$ cat src/rtl/rib_timer_slave_pkg.sv
// Shared definitions for the RIB timer slave: widths, register offsets and CTRL layout.
package rib_timer_slave_pkg;

   localparam int unsigned TIMER_DW      = 32;
   localparam int unsigned TIMER_AW      = 32;
   localparam int unsigned TIMER_PRESC_W = 16;

   // Word offsets, decoded from addr_i[3:2]
   typedef enum logic [1:0] {
      TIMER_CTRL  = 2'd0,
      TIMER_VALUE = 2'd1,
      TIMER_CMP   = 2'd2,
      TIMER_PRESC = 2'd3
   } timer_reg_e;

   localparam int unsigned CTRL_EN       = 0;
   localparam int unsigned CTRL_INT_EN   = 1;
   localparam int unsigned CTRL_PERIODIC = 2;
   localparam int unsigned CTRL_PEND     = 3;
   localparam int unsigned CTRL_W        = 4;

   // Field order matches the CTRL bit indices above (en is bit 0)
   typedef struct packed {
      logic pend;
      logic periodic;
      logic int_en;
      logic en;
   } timer_ctrl_t;

endpackage

$ cat src/rtl/rib_timer_slave_prescaler.sv
// Prescaler for the RIB timer: counts 0..presc while enabled, ticks on the terminal count.
module rib_timer_slave_prescaler #(
   parameter int unsigned PRESC_W = 16
) (
   input  logic               clk,
   input  logic               rst,
   input  logic               en,
   input  logic [PRESC_W-1:0] presc,
   output logic               tick_c
);

   logic [PRESC_W-1:0] pcnt_q;

   // >= so a shrinking divisor below the current count wraps immediately
   assign tick_c = en && (pcnt_q >= presc);

   // Held at zero while disabled, so an enable edge always restarts from 0
   always_ff @(posedge clk) begin
      if (rst || !en || tick_c) begin
         pcnt_q <= '0;
      end else begin
         pcnt_q <= pcnt_q + PRESC_W'(1);
      end
   end

endmodule

$ cat src/rtl/rib_timer_slave.sv
// Memory-mapped prescaled timer on a RIB slave port: compare match, one-shot/periodic,
// sticky pending flag and a level interrupt.
module rib_timer_slave
   import rib_timer_slave_pkg::*;
#(
   parameter int unsigned DW      = TIMER_DW,
   parameter int unsigned AW      = TIMER_AW,
   parameter int unsigned PRESC_W = TIMER_PRESC_W
) (
   input  logic          clk,
   input  logic          rst,
   input  logic [AW-1:0] addr_i,
   input  logic [DW-1:0] data_i,
   input  logic          we_i,
   output logic [DW-1:0] data_o,
   output logic          int_sig_o
);

   timer_ctrl_t        ctrl_q, ctrl_d;
   logic [DW-1:0]      value_q, value_d;
   logic [DW-1:0]      cmp_q, cmp_d;
   logic [PRESC_W-1:0] presc_q, presc_d;
   logic               int_q;
   logic               tick;
   logic               count;
   logic               match;
   logic               wr_ctrl, wr_value, wr_cmp, wr_presc;
   timer_reg_e         sel;
   logic               addr_unused;

   assign sel         = timer_reg_e'(addr_i[3:2]);
   assign addr_unused = ^{addr_i[AW-1:4], addr_i[1:0]};

   rib_timer_slave_prescaler #(
      .PRESC_W (PRESC_W)
   ) u_prescaler (
      .clk    (clk),
      .rst    (rst),
      .en     (ctrl_q.en),
      .presc  (presc_q),
      .tick_c (tick)
   );

   // Next-state: hardware counter first, then bus writes override, then pend set wins
   always_comb begin
      ctrl_d   = ctrl_q;
      value_d  = value_q;
      cmp_d    = cmp_q;
      presc_d  = presc_q;
      wr_ctrl  = we_i && (sel == TIMER_CTRL);
      wr_value = we_i && (sel == TIMER_VALUE);
      wr_cmp   = we_i && (sel == TIMER_CMP);
      wr_presc = we_i && (sel == TIMER_PRESC);
      count    = tick && !wr_value;
      match    = count && (value_q == cmp_q);

      if (count) begin
         if (match) begin
            if (ctrl_q.periodic) begin
               value_d = '0;
            end else begin
               ctrl_d.en = 1'b0;
            end
         end else begin
            value_d = value_q + DW'(1);
         end
      end

      if (wr_value) value_d = data_i;
      if (wr_cmp)   cmp_d   = data_i;
      if (wr_presc) presc_d = data_i[PRESC_W-1:0];

      if (wr_ctrl) begin
         ctrl_d.en       = data_i[CTRL_EN];
         ctrl_d.int_en   = data_i[CTRL_INT_EN];
         ctrl_d.periodic = data_i[CTRL_PERIODIC];
         if (data_i[CTRL_PEND]) ctrl_d.pend = 1'b0;
      end

      if (match) ctrl_d.pend = 1'b1;
   end

   always_ff @(posedge clk) begin
      if (rst) begin
         ctrl_q  <= '0;
         value_q <= '0;
         cmp_q   <= '1;
         presc_q <= '0;
         int_q   <= 1'b0;
      end else begin
         ctrl_q  <= ctrl_d;
         value_q <= value_d;
         cmp_q   <= cmp_d;
         presc_q <= presc_d;
         int_q   <= ctrl_q.pend & ctrl_q.int_en;
      end
   end

   assign int_sig_o = int_q;

   // Zero-wait-state read mux; forced to zero while in reset
   always_comb begin
      data_o = '0;
      if (!rst) begin
         case (sel)
            TIMER_CTRL:  data_o = {{(DW-CTRL_W){1'b0}}, ctrl_q};
            TIMER_VALUE: data_o = value_q;
            TIMER_CMP:   data_o = cmp_q;
            TIMER_PRESC: data_o = {{(DW-PRESC_W){1'b0}}, presc_q};
            default:     data_o = '0;
         endcase
      end
   end

endmodule

$ cat config.mk
export PLATFORM = sky130hd
export DESIGN_NAME = rib_timer_slave
export DESIGN_NICKNAME = d
export VERILOG_FILES = /design/src/rtl/rib_timer_slave_pkg.sv /design/src/rtl/rib_timer_slave_prescaler.sv /design/src/rtl/rib_timer_slave.sv
export SDC_FILE = /design/constraint.sdc
export NUM_CORES = 1
export LEC_CHECK = 0
export ABC_CLOCK_PERIOD_IN_PS = 5700
export BUFFER_PORTS_ARGS = -buffer_cell sky130_fd_sc_hd__buf_2
export CAP_MARGIN = 20
export CORE_UTILIZATION = 55
export DETAILED_ROUTE_END_ITERATION = 10
export PLACE_DENSITY = 0.78
export SLEW_MARGIN = 20
export SYNTH_ARGS = -nofsm -noshare
export SYNTH_HDL_FRONTEND = slang
export SYNTH_SLANG_ARGS = --single-unit
$ cat constraint.sdc
create_clock -name clk -period 5.7 [get_ports clk]
set_clock_uncertainty 0.05 [all_clocks]
set_input_delay 0 -clock clk [delete_from_list [all_inputs] [get_ports clk]]
set_output_delay 0 -clock clk [all_outputs]
set_load 0.01 [all_outputs]
## Word level (Yosys, flattened, before mapping)

Cells that the tools add are included.

| word-level totals | value |
|---|---|
| flip-flop bits (word level) | 101 |
| input bits | 67 |

| operators by class | value |
|---|---|
| add/subtract/negate cells | 2 |
| magnitude comparators | 1 |
| equality and inequality tests | 6 |
| mux-type cells | 12 |
| bitwise logic cells | 1 |
| reductions and logical operators | 19 |

Operators with widths:

| kind | count |
|---|---|
| 2-to-1 mux 32 bit | 5 |
| one-hot mux 32 bit (4 select lines) | 1 |
| adder 32 x 1 -> 32 bit (second input constant) | 1 |
| == test 32 bit | 1 |
| adder 16 x 1 -> 16 bit (second input constant) | 1 |
| greater-or-equal comparator 16 bit | 1 |
| nonzero test 2 bit | 4 |
| logical AND 1 bit | 7 |
| 2-to-1 mux 1 bit | 5 |
| == test 2 bit (second input constant) | 2 |
| 2-to-1 mux 4 bit | 1 |
| AND reduction 2 bit | 2 |
| inequality test 3 x 2 -> 1 bit (second input constant) | 1 |
| AND reduction 3 bit | 1 |
| == test 2 x 1 -> 1 bit (second input constant) | 1 |
| zero test 1 bit | 2 |
| zero test 2 bit | 1 |
| logical OR 1 bit | 2 |
| inequality test 2 x 1 -> 1 bit (second input constant) | 1 |
| AND 1 bit | 1 |

## Longest topological paths before layout

Gate-level depths: netlist (run 1).

| depth | value |
|---|---|
| word-level depth | 9 |
| mapped depth | 10 |
| mapped depth without buffers | 9 |

## By module

From an unflattened synthesis (run 1), not the netlist that was laid out.

| second synthesis, totals | value |
|---|---|
| cells, all modules | 776 |
| area, all modules | 6389.9 µm² |

By module, submodules not included:

| module | times used | cells each | area each (µm²) |
|---|---|---|---|
| rib_timer_slave | 1 | 642 | 5165.0 |
| rib_timer_slave_prescaler | 1 | 134 | 1224.9 |

## Worst setup path after synthesis (run 1)

No wires, ideal clock.

| timing | value |
|---|---|
| path kind | register to register |
| start | register presc_q[2] |
| end | register value_q[10] |
| library setup time | 86 ps |
| arrival time | 2376 ps |
| required time | 5564 ps |
| slack | 3189 ps |
| cell stages (with the launch flop) | 11 |
| buffers on the path | 1 |
| period minus slack after synthesis | 2511 ps |
| cells stage by stage | dfxtp_1 inv_1 ha_1 a211o_1 a31oi_1 o221ai_1 a21o_1 a21oi_2 clkbuf_1 a22oi_1 a211oi_1 |

| between the ends | value |
|---|---|
| cells in the longest elaborated chain, start to end | 7 |

RTL lines:

| item | RTL line | text |
|---|---|---|
| start: declaration | rib_timer_slave.sv:22 | `logic [PRESC_W-1:0] presc_q, presc_d;` |
| start signal: assignment | rib_timer_slave.sv:94 | `presc_q <= presc_d;` |
| greater-or-equal comparator 16 bit * | rib_timer_slave_prescaler.sv:15 | `assign tick_c = en && (pcnt_q >= presc);` |
| logical AND 1 bit * | rib_timer_slave_prescaler.sv:15 |  |
| logical AND 1 bit * | rib_timer_slave.sv:54 | `count = tick && !wr_value;` |
| logical AND 1 bit | rib_timer_slave.sv:55 | `match = count && (value_q == cmp_q);` |
| 2-to-1 mux 32 bit | rib_timer_slave.sv:58 | `if (match) begin` |
| 2-to-1 mux 32 bit | rib_timer_slave.sv:57 | `if (count) begin` |
| 2-to-1 mux 32 bit | rib_timer_slave.sv:69 | `if (wr_value) value_d = data_i;` |
| end signal: assignment | rib_timer_slave.sv:92 | `value_q <= value_d;` |
| end: declaration | rib_timer_slave.sv:20 | `logic [DW-1:0] value_q, value_d;` |

Mark *: on every way between the ends. The rest lies on a longest branch, timed or not. The select of a mux whose other input is x is not followed.
A chain may end at the register's enable or synchronous reset.

## Final worst setup path (run 1)

| timing | value |
|---|---|
| start | register presc_q[2] |
| end | register value_q[2] |

The elaborated chain is that of the path after synthesis.

==> results of run 1 <==
==> critical path, stage by stage (launching register included) <==
cell and delay [ns]:
dfxtp_1 0.38, inv_1 0.06, ha_1 0.30, a211o_1 0.29, a31oi_1 0.19, o221ai_1 0.23, a21o_1 0.30, a21oi_2 0.85
a21boi_0 0.28, o32ai_2 0.25
==> Yosys cell counts, types with 4 or more instances <==
library cell,instances,area [sq um]
buf_1,6,22.52
and2_1,5,31.28
o21ai_0,4,20.02
o31a_2,5,50.05
nand4_1,10,62.56
a21boi_0,9,67.56
nand2b_1,4,25.02
nor4_1,9,56.30
xor2_1,44,385.4
mux4_2,4,90.09
nand3_1,17,85.08
a211oi_1,15,112.6
o32ai_2,11,178.9
nor3_1,14,70.07
a21oi_1,38,190.2
inv_1,35,131.4
nor2b_1,7,43.79
nand2_1,124,465.5
nand3b_1,32,240.2
ha_1,18,225.2
clkbuf_1,40,150.1
mux2_2,12,135.1
and3_1,9,56.30
a22oi_1,47,352.8
dfxtp_1,101,2022
xnor2_1,15,131.4
nor2_1,82,307.8
==> power groups by stage <==
stage                     logic [uW]  clock network (uW)  registers (uW)
after detailed placement         212                   0             776
after global routing             253                 532             764
after CTS                        229                 503             760
after floorplan                  157                   0             764
after global placement           206                   0             774
final                            231                 500             761
==> layer usage <==
metal	vias up	GRT usage
met1	2746	0.3618
met2	226	0.4995
met4	0	0.09589
li1	2773	-
met3	35	0.05206
met5	-	0
==> worst max-delay path by stage <==
stage,endpoint,slack [ns]
after floorplan,value_q[10],3.19
after global placement,value_q[2],2.24
after detailed placement,value_q[2],2.12
after CTS,value_q[2],2.46
after global routing,value_q[2],2.24
final,value_q[2],2.45
==> kinds of logic after synthesis <==
group                      count (synthesis)  share of synthesized area
xor gates and xnor gates                  59                    0.08451
buffers and inverters                     89                    0.06118
DFF                                      101                     0.3307
AOI/OAI and AO/OA                        148                     0.1893
muxes                                     17                    0.03847
adders and majority gates                 18                    0.03683
and+or+nand+nor                          328                     0.2591
==> flip-flops by register name, summed over array words and instances (netlist names) <==
register / cells
value_q: 32
ctrl_q: 4
cmp_q: 32
int_sig_o: 1
presc_q: 16
u_prescaler.pcnt_q: 16
==> metrics by stage <==
step | cell area (sq um) | hold WS (ns) | cells
detailed placement | 6439 | 0.1891 | 920
global placement | 6439 | 0.1808 | 920
floorplan | 6115 | 0.07079 | 760
finish | 6967 | 0.06795 | 968
global route | 6967 | 0.1020 | 968
CTS | 6967 | 0.05532 | 968
==> layout make-up <==
class / count / area, sq um / share of cell area
Inverter: 35 / 131.4 / 0.01886
Clock inverter: 4 / 72.57 / 0.01042
Timing Repair Buffer: 106 / 705.7 / 0.1013
Clock buffer: 12 / 135.1 / 0.01940
Tap cell: 140 / 175.2 / 0.02514
Sequential cell: 101 / 2022 / 0.2902
Multi-Input combinational cell: 570 / 3725 / 0.5347
==> flow_summary_export.csv, run 1 <==
group,metric,value,unit
outcome,status,"complete, but fails checks",
outcome,violations,"DRC",
setup_path,critPathCaptureType,"register",
drt,vias,5780,
drt,met3_length,1.033,mm
power,p_total,1492,uW
drt,drtAntennaViolNets,0,
global_routing,overflow,0,
sta,post-route-period-util,0.5709,
power,p_seq_frac,0.510,
finish,final_common_cell,"nand2_1",
drt,top_layer,"met4",
drt,avgRoutedWirePerCell,16.64,um
finish,diodes,0,
finish,fill_cells,937,
cts,hold_buffers,32,
sta,max_freq,0.3073,GHz
yosys,async_reset_ff_frac,0,
finish,layout.nets,908,
cts,numCtsBuffers,9,
worst_hold_path,hold_depth,4,
cts,post_cts_buffers,0,
worst_hold_path,hp-class,"primary input to register",
yosys,syn_nets,845,
drt,drc,1,
drt,finalWirelength,16.11,mm
setup_path,cp.arrival,3.51,ns
setup_path,rr_endpoint,"value_q[2]",
cts,clk_pin_slew,0.10,ns
sta,setup_ws,2.446,ns
sta,worst_pin_slew,1.097,ns
cts,cts_buffer_depth,2,
sta,min_period,3.254,ns
place,place_ws,2.117,ns
setup_path,startpoint_type,"register",
power,comb_power_share,0.155,
worst_hold_path,min_from,"we_i",
yosys,synth.ff_latch_count,101,
drt,drt-vias-per-instance,5.971,
yosys,synth.avg_cell_area,8.046,sq um
power,swShare,0.2755,
yosys,syn-cell-area,6115,sq um
die,ios,100,
die,dieWidth,107.4,um
global_routing,antenna_found_initial,0,
global_routing,grt_usage,0.2890,
power,p_sw,411.0,uW
global_routing,grt_pass1_vias,5463,
finish,fin_util,0.6427,
sta,fin_tns_setup,0,ns
cts,clockRootBuffer,"clkbuf_8",
die,coreArea,10840,sq um
job,drv_cap,0,
drt,wl_met1,6.853,mm
global_routing,grt_max_degree,74,
yosys,synth_cell_type_count,60,
sta,maxSlewViolCount,0,
cts,ctsResizeCount,0,
sta,hold_viol_final,0,
sta,slew_headroom,0.2686,
setup_path,r2r_setup_slack,2.45,ns
place,place_congestion,0.8725,
yosys,ys.flop_type,"dfxtp_1",
setup_path,startpoint,"presc_q[2]",
cts,cts_sinks,101,
yosys,synth_edf_count,0,
cts,cts_tree,"yes",
sta,rsz0062_at_grt,"no",
power,p_clk_frac,0.335,
cts,worstSkewPairLatency,0.38,ns
setup_path,path_class,"register to register",
finish,areaGrowthSynthToFinish,13.93,%
yosys,yosysWarningCount,0,
power,cellPowerDensity,214.1,nW/um^2
worst_hold_path,hold-path-endpoint,"cmp_q[3]",
setup_path,r2r-start,"presc_q[2]",
die,die_h,107.4,um
setup_path,worstRegToRegCells,9,
die,rows,38,
global_routing,grt_pass1_wl,26.27,mm
die,start_util,0.5641,
sta,setup_viol,0,
finish,final_cell_mix,"nand2_1 (124), dfxtp_1 (101), nor2_1 (82), buf_2 (68), a22oi_1 (47)",
yosys,ys_seq_area_frac,0.3307,
power,p_leak,0.002676,uW
setup_path,cp_max_fo,19,
yosys,netlist_instances,760,
power,p_int,1081,uW
drt,drt_iter0_markers,495,
drt,wl_met2,7.915,mm
die,die_area,11540,sq um
place,dp_hpwl,11.09,mm
finish,drive_above_1_share,0.1606,
cts,h-tree-depth,3,
drt,first_pass_iters,8,
place,io_buffers,69,
power,ir_drop,0.0001896,V
setup_path,required,5.95,ns
Note: power is estimated with default switching activity, not from simulation.
==> inputs of run 2 (changes only) <==
ABC_CLOCK_PERIOD_IN_PS = 2960   (was 5700)
CORE_UTILIZATION = 52   (was 55)
PLACE_DENSITY = 0.77   (was 0.78)
clock period = 2.96 ns   (was 5.7 ns; I/O delays follow)
==> run 2 against run 1 <==
The run now ends clean; power up 100%; register-to-register slack worse by 2.3 ns; combinational power rose by 99%; clock power up 130%; critical endpoint is now value_q[26].
==> flow_summary_export.csv, run 2 (synthesis gave the netlist of run 1 again) <==
group,metric,value,unit
power,p_leak,0.002766,uW
setup_path,cp.arrival,3.00,ns
finish,layout.nets,920,
setup_path,path_cells,"ha_1, and3_1, nand4_1, or3_1, nor3_1, xor2_1, a22oi_1, a211oi_1",
sta,setup_viol,0,
setup_path,cpMaxStageDelayCell,"or3_1",
die,start_util,0.5355,
cts,h-tree-depth,3,
worst_hold_path,hp-class,"primary input to register",
die,ios,100,
global_routing,grt_pass1_vias,5544,
global_routing,grt_max_degree,57,
sta,post-route-period-util,0.9400,
setup_path,critPathCaptureType,"register",
setup_path,critPathMaxStageDelay,0.53,ns
finish,final_common_cell,"nand2_1",
finish,fill_cells,991,
global_routing,grt_usage,0.2770,
die,die_h,110.4,um
drt,vias,5821,
drt,avgRoutedWirePerCell,17.07,um
drt,drt-vias-per-instance,5.922,
cts,cts_sinks,101,
setup_path,required,3.17,ns
finish,multiInputGateArea,3729,sq um
drt,drc,0,
die,rows,39,
place,place_congestion,0.8602,
sta,rsz0062_at_grt,"no",
die,coreArea,11420,sq um
finish,final_cell_mix,"nand2_1 (124), dfxtp_1 (101), nor2_1 (82), buf_2 (68), a22oi_1 (47)",
sta,worst_pin_slew,0.6741,ns
cts,clk_pin_slew,0.07,ns
finish,stdcell_count,983,
global_routing,overflow,0,
sta,maxSlewViolCount,0,
global_routing,gr-usage-met1,0.3501,
cts,clockRootBuffer,"clkbuf_16",
cts,cts_tree,"yes",
die,die_area,12200,sq um
drt,finalWirelength,16.78,mm
sta,min_period,2.782,ns
sta,hold_viol_final,0,
cts,worstSkewPairLatency,0.36,ns
place,io_buffers,69,
sta,fin_tns_setup,0,ns
global_routing,top_usage_layer,"met2",
drt,first_pass_iters,6,
sta,max_freq,0.3594,GHz
die,dieWidth,110.4,um
setup_path,startpoint_type,"register",
global_routing,use_met2,0.4654,
place,dp_hpwl,11.65,mm
cts,numCtsBuffers,9,
setup_path,path_class,"register to register",
global_routing,met3_usage,0.05818,
finish,fin_area,7149,sq um
drt,drt_iter0_markers,540,
finish,areaGrowthSynthToFinish,16.92,%
outcome,status,"complete, no violations",
drt,drtAntennaViolNets,0,
finish,regArea,2022,sq um
power,cellPowerDensity,427.1,nW/um^2
global_routing,antenna_found_initial,0,
power,ir_drop,0.0003663,V
setup_path,cp_max_fo,7,
finish,top_regs,"cmp_q (32), value_q (32)",
global_routing,grt_pass1_wl,27.22,mm
place,placed_area,6543,sq um
place,place_ws,0.1728,ns
cts,cts_buffer_depth,2,
setup_path,r2r_setup_slack,0.18,ns
job,drv_cap,0,
sta,setup_ws,0.1776,ns
place,dp.cells,935,
sta,slew_headroom,0.5496,
finish,drive_above_1_share,0.1738,
finish,diodes,0,
run 2: worst paths after layout:
check / from / endpoint / depth (start not counted)
max: value_q[0] / value_q[26] / 8
min: rst / presc_q[10] / 2
max reg2reg: value_q[0] / value_q[26] / 8
min reg2reg: ctrl_q[1] / int_sig_o / 2
run 2: what timing repair did:
item | in CTS | in global routing
resized for setup | 0 | 5
hold endpoints to repair | 68 | 0
setup endpoints to repair | 0 | 5
hold buffers | 32 | 0
buffers inserted | 0 | 0
run 2: stage by stage:
stage / utilization / hold slack (ns) / total power [uW]
2_1_floorplan: - / 0.07079 / 1773
3_3_place_gp: 0.5730 / 0.1816 / 1899
3_5_place_dp: 0.5730 / 0.1868 / 1916
4_1_cts: 0.6256 / 0.05608 / 3067
5_1_grt: 0.6261 / 0.08596 / 3176
6_report: 0.6261 / 0.07655 / 3053
run 2: layer usage:
metal | share of wire | up-vias | wire length, um
met1 | 0.43 | 2795 | 7228
met3 | 0.056 | 27 | 937
met5 | 0 | - | 0
met4 | 0.017 | 0 | 277
met2 | 0.50 | 196 | 8340
li1 | - | 2803 | -
run 2: final cells by class:
cell class / count / share of cell area
Multi-Input combinational cell: 570 / 0.5215
Timing Repair Buffer: 118 / 0.1131
Inverter: 35 / 0.01838
Sequential cell: 101 / 0.2828
Clock inverter: 3 / 0.002800
Tap cell: 143 / 0.02503
Clock buffer: 13 / 0.03640
run 2: report_power, final:
group / total [uW] / internal [uW] / switching, uW
Clock: 1130 / 616 / 513
Sequential: 1470 / 1410 / 59.5
Combinational: 459 / 207 / 252
Total: 3050 / 2230 / 824
run 2: worst max-delay path, delay by kind of cell (launching register included):
kind                       cells  cell delay [ns]
AOI/OAI and AO/OA              2             0.33
xor gates and xnor gates       1             0.18
adders and majority gates      1             0.23
DFF                            1             0.48
and+or+nand+nor                4             1.41
